==> config.mk <==
export PLATFORM = sky130hd
export DESIGN_NAME = tcp_vlg_tx_sched_flat
export DESIGN_NICKNAME = d
export VERILOG_FILES = /design/src/rtl/tcp_vlg_tx_sched_if.sv /design/src/rtl/tcp_vlg_tx_sched.sv /design/src/flat_wrapper.sv
export SDC_FILE = /design/constraint.sdc
export NUM_CORES = 1
export LEC_CHECK = 0
export CAP_MARGIN = 40
export CORE_ASPECT_RATIO = 1.4
export CORE_MARGIN = 2
export CORE_UTILIZATION = 25
export CTS_BUF_LIST = sky130_fd_sc_hd__clkbuf_4
export DETAILED_ROUTE_END_ITERATION = 10
export GPL_TIMING_DRIVEN = 0
export PLACE_DENSITY = 0.48
export SYNTH_ARGS = -nofsm -noshare
export SYNTH_HDL_FRONTEND = slang
export SYNTH_SLANG_ARGS = --single-unit
export TNS_END_PERCENT = 50
==> constraint.sdc <==
create_clock -name clk -period 4 [get_ports clk]
set_clock_uncertainty 0.1 [all_clocks]
set_input_delay 0.8 -clock clk [delete_from_list [all_inputs] [get_ports clk]]
set_output_delay 0.8 -clock clk [all_outputs]
set_load 0.03 [all_outputs]
==> src/rtl/tcp_vlg_tx_sched_if.sv <==
`default_nettype none
// ---- tcp_vlg_tx_sched_if : control/handshake bundle between rx/tx_ctl, scheduler and tx arbiter ---- rev 1.0
interface tcp_vlg_tx_sched_if #(
  parameter int KA_PROBES = 3
);
  localparam int c_PROBE_W = $clog2(KA_PROBES + 1);

  logic                 connected;
  logic                 rx_pkt;
  logic [31:0]          loc_ack;
  logic [31:0]          last_ack;
  logic                 ack_sent;
  logic                 pld_sent;
  logic                 ka_sent;
  logic                 send_ack;
  logic                 send_ka;
  logic [c_PROBE_W-1:0] ka_probes;
  logic                 ka_dead;

  modport master (
    output connected, rx_pkt, loc_ack, last_ack, ack_sent, pld_sent, ka_sent,
    input  send_ack, send_ka, ka_probes, ka_dead
  );

  modport slave (
    input  connected, rx_pkt, loc_ack, last_ack, ack_sent, pld_sent, ka_sent,
    output send_ack, send_ka, ka_probes, ka_dead
  );
endinterface
`default_nettype wire

==> src/rtl/tcp_vlg_tx_sched.sv <==
`default_nettype none
// ---- tcp_vlg_tx_sched : delayed-ACK and keep-alive request scheduler for the TCP tx arbiter ---- rev 1.0
module tcp_vlg_tx_sched #(
  parameter int ACK_DELAY_TICKS   = 200,
  parameter int ACK_BYTES_THR     = 2920,
  parameter int KA_IDLE_TICKS     = 1000000,
  parameter int KA_INTERVAL_TICKS = 100000,
  parameter int KA_PROBES         = 3,
  parameter int TMR_W             = 32
) (
  input  wire logic        clk,
  input  wire logic        rst,
  tcp_vlg_tx_sched_if.slave bus
);
  localparam int                   c_PROBE_W   = $clog2(KA_PROBES + 1);
  localparam logic [TMR_W-1:0]     c_ACK_LAST  = TMR_W'(ACK_DELAY_TICKS - 1);
  localparam logic [TMR_W-1:0]     c_IDLE_LAST = TMR_W'(KA_IDLE_TICKS - 1);
  localparam logic [TMR_W-1:0]     c_INT_LAST  = TMR_W'(KA_INTERVAL_TICKS - 1);
  localparam logic [31:0]          c_ACK_THR   = 32'(ACK_BYTES_THR);
  localparam logic [c_PROBE_W-1:0] c_PROBES    = c_PROBE_W'(KA_PROBES);

  typedef enum logic [1:0] {
    KA_IDLE = 2'd0,
    KA_REQ  = 2'd1,
    KA_WAIT = 2'd2,
    KA_DEAD = 2'd3
  } ka_state_t;

  logic                 w_clr;
  logic                 w_pend;
  logic [31:0]          w_diff;
  logic                 w_ack_done;
  logic                 w_ack_fire;
  logic                 r_send_ack;
  logic [TMR_W-1:0]     r_ack_tmr;

  ka_state_t            r_ka_state;
  ka_state_t            w_ka_nxt;
  logic [c_PROBE_W-1:0] r_ka_probes;
  logic [c_PROBE_W-1:0] w_probes_nxt;
  logic [TMR_W-1:0]     r_idle_tmr;
  logic [TMR_W-1:0]     r_int_tmr;
  logic                 r_send_ka;
  logic                 r_ka_dead;

  // Dropping the connection behaves exactly like reset, every cycle it is low.
  assign w_clr      = rst | ~bus.connected;
  assign w_pend     = (bus.loc_ack != bus.last_ack);
  assign w_diff     = bus.loc_ack - bus.last_ack;
  assign w_ack_done = r_send_ack & (bus.ack_sent | bus.pld_sent);
  // A payload leaving this cycle already carries the ACK, so no forced ACK is raised.
  assign w_ack_fire = w_pend & ~r_send_ack & ~bus.pld_sent &
                      ((r_ack_tmr == c_ACK_LAST) | (w_diff >= c_ACK_THR));

  always_ff @(posedge clk) begin
    if (w_clr) begin
      r_send_ack <= 1'b0;
      r_ack_tmr  <= '0;
    end else begin
      if (w_ack_done)
        r_send_ack <= 1'b0;
      else if (w_ack_fire)
        r_send_ack <= 1'b1;

      if (!w_pend || w_ack_done || bus.pld_sent)
        r_ack_tmr <= '0;
      else if (!r_send_ack && (r_ack_tmr != c_ACK_LAST))
        r_ack_tmr <= r_ack_tmr + 1'b1;
    end
  end

  always_comb begin
    w_ka_nxt     = r_ka_state;
    w_probes_nxt = r_ka_probes;
    case (r_ka_state)
      KA_IDLE: if (r_idle_tmr == c_IDLE_LAST) w_ka_nxt = KA_REQ;
      KA_REQ: begin
        if (bus.ka_sent) begin
          w_ka_nxt     = KA_WAIT;
          w_probes_nxt = r_ka_probes + c_PROBE_W'(1);
        end
      end
      KA_WAIT: begin
        if (r_int_tmr == c_INT_LAST)
          w_ka_nxt = (r_ka_probes == c_PROBES) ? KA_DEAD : KA_REQ;
      end
      KA_DEAD: w_ka_nxt = KA_DEAD;
      default: w_ka_nxt = KA_IDLE;
    endcase
    // Any peer traffic proves liveness and overrides a coincident ka_sent; dead is sticky.
    if (bus.rx_pkt && (r_ka_state != KA_DEAD)) begin
      w_ka_nxt     = KA_IDLE;
      w_probes_nxt = '0;
    end
  end

  always_ff @(posedge clk) begin
    if (w_clr) begin
      r_ka_state  <= KA_IDLE;
      r_ka_probes <= '0;
      r_idle_tmr  <= '0;
      r_int_tmr   <= '0;
      r_send_ka   <= 1'b0;
      r_ka_dead   <= 1'b0;
    end else begin
      r_ka_state  <= w_ka_nxt;
      r_ka_probes <= w_probes_nxt;
      r_send_ka   <= (w_ka_nxt == KA_REQ);
      r_ka_dead   <= (w_ka_nxt == KA_DEAD);

      if (bus.rx_pkt)
        r_idle_tmr <= '0;
      else if (r_idle_tmr != c_IDLE_LAST)
        r_idle_tmr <= r_idle_tmr + 1'b1;

      // Interval timer starts from 0 on each entry to KA_WAIT.
      if ((r_ka_state == KA_WAIT) && (w_ka_nxt == KA_WAIT) && (r_int_tmr != c_INT_LAST))
        r_int_tmr <= r_int_tmr + 1'b1;
      else if ((r_ka_state != KA_WAIT) || (w_ka_nxt != KA_WAIT))
        r_int_tmr <= '0;
    end
  end

  assign bus.send_ack  = r_send_ack;
  assign bus.send_ka   = r_send_ka;
  assign bus.ka_probes = r_ka_probes;
  assign bus.ka_dead   = r_ka_dead;
endmodule
`default_nettype wire

==> src/flat_wrapper.sv <==
// flat-port wrapper written by rule: the top's interface ports become plain ports
module tcp_vlg_tx_sched_flat 
#(
  parameter int ACK_DELAY_TICKS   = 200,
  parameter int ACK_BYTES_THR     = 2920,
  parameter int KA_IDLE_TICKS     = 1000000,
  parameter int KA_INTERVAL_TICKS = 100000,
  parameter int KA_PROBES         = 3,
  parameter int TMR_W             = 32
)
  (clk, rst, bus_connected, bus_rx_pkt, bus_loc_ack, bus_last_ack, bus_ack_sent, bus_pld_sent, bus_ka_sent, bus_send_ack, bus_send_ka, bus_ka_probes, bus_ka_dead);
  tcp_vlg_tx_sched_if #(.KA_PROBES(KA_PROBES)) bus_i ();
  input  wire logic clk;
  input  wire logic rst;
  input wire logic [$bits(bus_i.connected)-1:0] bus_connected;
  input wire logic [$bits(bus_i.rx_pkt)-1:0] bus_rx_pkt;
  input wire logic [$bits(bus_i.loc_ack)-1:0] bus_loc_ack;
  input wire logic [$bits(bus_i.last_ack)-1:0] bus_last_ack;
  input wire logic [$bits(bus_i.ack_sent)-1:0] bus_ack_sent;
  input wire logic [$bits(bus_i.pld_sent)-1:0] bus_pld_sent;
  input wire logic [$bits(bus_i.ka_sent)-1:0] bus_ka_sent;
  output wire logic [$bits(bus_i.send_ack)-1:0] bus_send_ack;
  output wire logic [$bits(bus_i.send_ka)-1:0] bus_send_ka;
  output wire logic [$bits(bus_i.ka_probes)-1:0] bus_ka_probes;
  output wire logic [$bits(bus_i.ka_dead)-1:0] bus_ka_dead;
  assign bus_i.connected = bus_connected;
  assign bus_i.rx_pkt = bus_rx_pkt;
  assign bus_i.loc_ack = bus_loc_ack;
  assign bus_i.last_ack = bus_last_ack;
  assign bus_i.ack_sent = bus_ack_sent;
  assign bus_i.pld_sent = bus_pld_sent;
  assign bus_i.ka_sent = bus_ka_sent;
  assign bus_send_ack = bus_i.send_ack;
  assign bus_send_ka = bus_i.send_ka;
  assign bus_ka_probes = bus_i.ka_probes;
  assign bus_ka_dead = bus_i.ka_dead;
  tcp_vlg_tx_sched #(.ACK_DELAY_TICKS(ACK_DELAY_TICKS), .ACK_BYTES_THR(ACK_BYTES_THR), .KA_IDLE_TICKS(KA_IDLE_TICKS), .KA_INTERVAL_TICKS(KA_INTERVAL_TICKS), .KA_PROBES(KA_PROBES), .TMR_W(TMR_W)) u_core (.clk(clk), .rst(rst), .bus(bus_i));
endmodule
Word level (Yosys, flattened, before mapping)
Index checks and enable logic that the tools add are counted.
Cells by class
  add/sub/neg operators: 5
  magnitude comparators: 1
  equal/unequal tests: 17
  muxes and demuxes: 8
  bitwise logic cells: 10
  reduce and logical (&&, ||, !) cells: 16
Operators with widths (number)
  32-bit by 1-bit adder with 32-bit output (second input constant): 3
  32-bit two-way mux: 2
  32-bit by 17-bit == test with 1-bit output (second input constant): 1
  32-bit by 20-bit == test with 1-bit output (second input constant): 1
  32-bit by 8-bit == test with 1-bit output (second input constant): 1
  32-bit by 12-bit >= comparator with 1-bit output (second input constant): 1
  32-bit by 17-bit inequality test with 1-bit output (second input constant): 1
  32-bit by 20-bit inequality test with 1-bit output (second input constant): 1
  32-bit inequality test: 1
  32-bit by 8-bit inequality test with 1-bit output (second input constant): 1
  32-bit subtractor: 1
  2-bit == test (second input constant): 5
  2-bit two-way mux: 5
  2-bit case mux with 4 select lines: 1
  2-bit OR reduction: 4
  2-bit inequality test (second input constant): 3
  1-bit AND: 4
  2-bit by 1-bit == test with 1-bit output (second input constant): 2
  1-bit logical AND: 4
  1-bit logical OR: 3
  1-bit inverter: 3
  1-bit OR: 3
  2-bit by 1-bit adder with 2-bit output (second input constant): 1
  1-bit zero test: 2
  other kinds (3): 3
Storage, ports and cells
  register bits: 103
  input bits: 71
  logic and storage cells: 65

Longest topological paths before layout
  depth after elaboration: 9
  depth in mapped cells: 12
  gate-level depth less buffers: 11

Worst setup path after synthesis
Ideal clock, no wire load.
  path type: input to register
  start: input port bus_last_ack[1]
  end: register u_core.r_send_ack, in the netlist u_core.bus.send_ack
  setup time: 0.127 ns
  arrival time: 2.827 ns
  data required time: 3.773 ns
  path slack: 0.945 ns
  stages: 11
  path buffers: 0
  cell sequence: inv_1 -> ha_1 -> nor2b_1 -> o21ba_2 -> or2_1 -> a221o_1 -> a21oi_1 -> nor3b_1 -> o211ai_1 -> nor4bb_1 -> a21oi_1
On the way
  longest elaborated chain between the ends: 4
  elaborated cells between the ends (all ways): 7
  classes of those cells: add/sub: 1; order compare: 1; eq/ne: 1; bitwise: 4
Ends and longest elaborated chain
  from (decl): line flat_wrapper.sv:18  | input wire logic [$bits(bus_i.last_ack)-1:0] bus_last_ack;
  32-bit subtractor / 32-bit inequality test (equally long branches): line tcp_vlg_tx_sched.sv:49, tcp_vlg_tx_sched.sv:48
  32-bit by 12-bit >= comparator with 1-bit output / 1-bit AND (equally long branches): line tcp_vlg_tx_sched.sv:53, tcp_vlg_tx_sched.sv:52
  1-bit OR / 1-bit AND (equally long branches): line tcp_vlg_tx_sched.sv:53, tcp_vlg_tx_sched.sv:52
  1-bit AND (*): line tcp_vlg_tx_sched.sv:52  | assign w_ack_fire = w_pend & ~r_send_ack & ~bus.pld_sent &
  to (signal assigned): line tcp_vlg_tx_sched.sv:57  | r_send_ack <= 1'b0;
  to (signal assigned): line tcp_vlg_tx_sched.sv:61  | r_send_ack <= 1'b0;
  to (signal assigned): line tcp_vlg_tx_sched.sv:63  | r_send_ack <= 1'b1;
  to (decl): line tcp_vlg_tx_sched.sv:34  | logic r_send_ack;
Every way passes the cells marked *; elsewhere a longest branch is shown, timed or not.
A chain may end at the register's enable or synchronous reset.

Final worst setup path
  start: input port bus_last_ack[3]
  end: register u_core.r_send_ack, in the netlist u_core.bus.send_ack
The elaborated chain is that of the path after synthesis.

==> results_dict.tcl <==
set metrics [dict create \
    synth_largest_area_cell "dfxtp_1" \
    die-area_sq_um 27800 \
    fin_crit_sh 0.874 \
    numPortBuffers 75 \
    antenna_left 0 \
    endpoint_kind "register" \
    clock_path_buffers 2 \
    wl_per_cell_microns 12.9 \
    ys_types 67 \
    drive_above_1_share 0.0444 \
    via_count 6031 \
    powerDensity_nw_per_um2 262 \
    power_frac_clock 0.298 \
    io_pins 76 \
    fp.dieW_microns 141 \
    ys_async_sr_fraction 0 \
    hold_class "reg2reg" \
    worstRegToRegCells 12 \
    rrSetupSlack_ns 1.21 \
    cp.required_ns 4.26 \
    post_cts_buffers 0 \
    ys_warn_count 0 \
    grt_overflow 0 \
    antenna_found_initial 1 \
    combPwrFrac 0.206 \
    h-tree-depth 3 \
    critPathLaunchType "input port" \
    r2r-end "u_core.r_ack_tmr[27]" \
    drc 0 \
    cp_max_fo 6 \
    grt_pass1_wl_microns 28500 \
    fin_crit_ns 3.50 \
    clk_pin_slew_ns 0.16 \
    synth_nets 961 \
    ir_drop_v 0.000115 \
    crit_arrival_ns 3.76 \
    swShare 0.288 \
    worst_slew_pin_slew_ns 0.592 \
    root_buffer "clkbuf_4" \
    crit_start "bus_last_ack[3]" \
    grt_pass1_vias 6045 \
    maxSlewViolCount 0 \
    yosysMostFrequentCell "nor2_1" \
    cts_made_buffers 9 \
    via_per_inst 4.75 \
    post_cts_resized 0 \
    critPathKind "in2reg" \
    rows 70 \
    r2r_start "u_core.r_ack_tmr[0]" \
    drv_cap 0 \
    grt_max_degree 18 \
    cts.sinks 103 \
    endpoint "u_core.bus.send_ack" \
    layout-area-overhead-vs-synth_pct 20.0 \
    fmax_mhz 286 \
    clkLatencyLatePin_ns 0.47 \
    synth_edf_count 0 \
    hold_viol_final 0 \
    final-seq-area_sq_um 2060 \
    fillers 2873 \
    netlist_top_cells_area "dfxtp_1 (31%), xor2_1 (9.7%), nor2_1 (7.3%)" \
    synth_common_cells "nor2_1 (128), dfxtp_1 (103), nand2_1 (81), xor2_1 (73)" \
    p_int_mw 1.48 \
    seqPwrFrac 0.496 \
    dp_hpwl_microns 13100 \
    report.final.setup_viol 0 \
    final_util 0.304 \
    layout.nets 1047 \
    status "complete, no violations" \
    drt-total-wl_microns 16400 \
    ctsHoldBuffers 0 \
    synth_flop_cell "dfxtp_1" \
    start_util 0.253 \
    drtIter0Drc 197 \
    multi_input_area_sq_um 4260 \
    p_leak_nw 2.84 \
    first_pass_iters 6 \
    slew-limit-headroom 0.601 \
    coreArea_sq_um 26100 \
    hold_ws_ns 0.361 \
    seq_area_frac_synth 0.312 \
    finalWeightedCongestion 0.818 \
    syn_inst 855 \
    syn_area_per_cell_sq_um 7.73 \
    gr-usage-all-layers 0.124 \
    die_y_microns 196 \
    hold_path.startpoint "u_core.r_int_tmr[0]" \
    netlist.area_leader.share 0.312 \
    cts_tree "yes" \
    power.switching_mw 0.597 \
    rsz0062_at_grt "false" \
    syn_area_sq_um 6610 \
    ys_seq_elements 103 \
]
cell type report:
cell class	count	area share
Clock buffer	9	0.00852
Tap cell	324	0.0511
Timing Repair Buffer	75	0.0946
Antenna cell	1	0.000315
Multi-Input combinational cell	680	0.537
Buffer	27	0.0156
Inverter	45	0.0213
Sequential cell	103	0.260
Clock inverter	7	0.0120
layer usage:
layer | part of all wire | up-vias | global-route usage | wire length, microns
li1 | - | 3139 | - | -
met1 | 0.44 | 2784 | 0.142 | 7190
met2 | 0.51 | 88 | 0.231 | 8420
met3 | 0.029 | 20 | 0.0185 | 477
met4 | 0.021 | 0 | 0.0437 | 342
met5 | 0 | - | 0 | 0
power groups by stage:
stage                     logic (mW)  clock network [mW]  registers [mW]
final                          0.428               0.618            1.03
after detailed placement       0.428                   0            1.05
after floorplan                0.269                   0            1.05
after CTS                      0.431               0.662            1.03
after global placement         0.429                   0            1.05
after global routing           0.474               0.696            1.03
placed cells by master, fill, tap and decap left out, drive strengths merged, types with 24 or more instances in the layout:
cell | netlist | routed
nor2 | 129 | 129
dfxtp | 103 | 103
nand2 | 81 | 81
clkdlybuf4s50 | 0 | 75
xor2 | 73 | 73
inv | 45 | 47
a21oi | 46 | 46
nand3 | 43 | 43
ha | 35 | 35
nor3 | 30 | 30
o21ai | 29 | 29
nand4 | 28 | 28
clkbuf | 19 | 28
xnor2 | 25 | 25
and3 | 24 | 24
cell families (layout without fill, tap and decap cells):
group           after synthesis  in the layout  share of synthesized area
simple gates                413            413                      0.314
compound gates              127            127                      0.123
flops                       103            103                      0.312
xor+xnor                     98             98                      0.130
buf+inv                      72            163                     0.0443
fa+ha+maj                    35             35                     0.0662
mux                           7              7                     0.0110
other cells                   0              1                          0
state kept, by name, summed over array words and instances (netlist names):
signal,count
u_core.r_int_tmr,32
u_core.r_idle_tmr,32
u_core.r_ack_tmr,32
u_core.bus.ka_probes,2
u_core.bus.ka_dead,1
u_core.r_ka_state,2
u_core.bus.send_ack,1
u_core.bus.send_ka,1
worst min-delay path by stage:
stage / endpoint / slack [ns] / depth (start not counted)
6_report: u_core.r_int_tmr[0] / 0.36 / 1
5_1_grt: u_core.r_int_tmr[0] / 0.40 / 1
2_1_floorplan: u_core.r_int_tmr[0] / 0.32 / 1
4_1_cts: u_core.r_int_tmr[0] / 0.37 / 1
3_3_place_gp: u_core.r_int_tmr[0] / 0.33 / 1
3_5_place_dp: u_core.r_int_tmr[0] / 0.34 / 1
worst max-delay path, cell delays in order:
cell	delay, ns
clkdlybuf4s50_1	0.45
inv_1	0.08
ha_1	0.37
nand3_1	0.13
o21ba_2	0.21
or2_1	0.26
a221o_1	0.37
a21oi_1	0.17
nor3b_1	0.35
o211ai_1	0.16
nor4bb_1	0.29
a21oi_1	0.11
metrics by stage:
step,area (sq um),total power [mW],std cells,setup WS (ns),setup TNS (ns)
after floorplan,6610,1.32,855,0.945,0
after global placement,7770,1.48,1254,-0.00259,-0.00259
after detailed placement,7770,1.48,1254,0.0434,0
after CTS,7930,2.12,1270,0.577,0
after global routing,7930,2.20,1271,0.379,0
final,7930,2.08,1271,0.504,0
No activity file was read; power rests on OpenSTA's default activity.
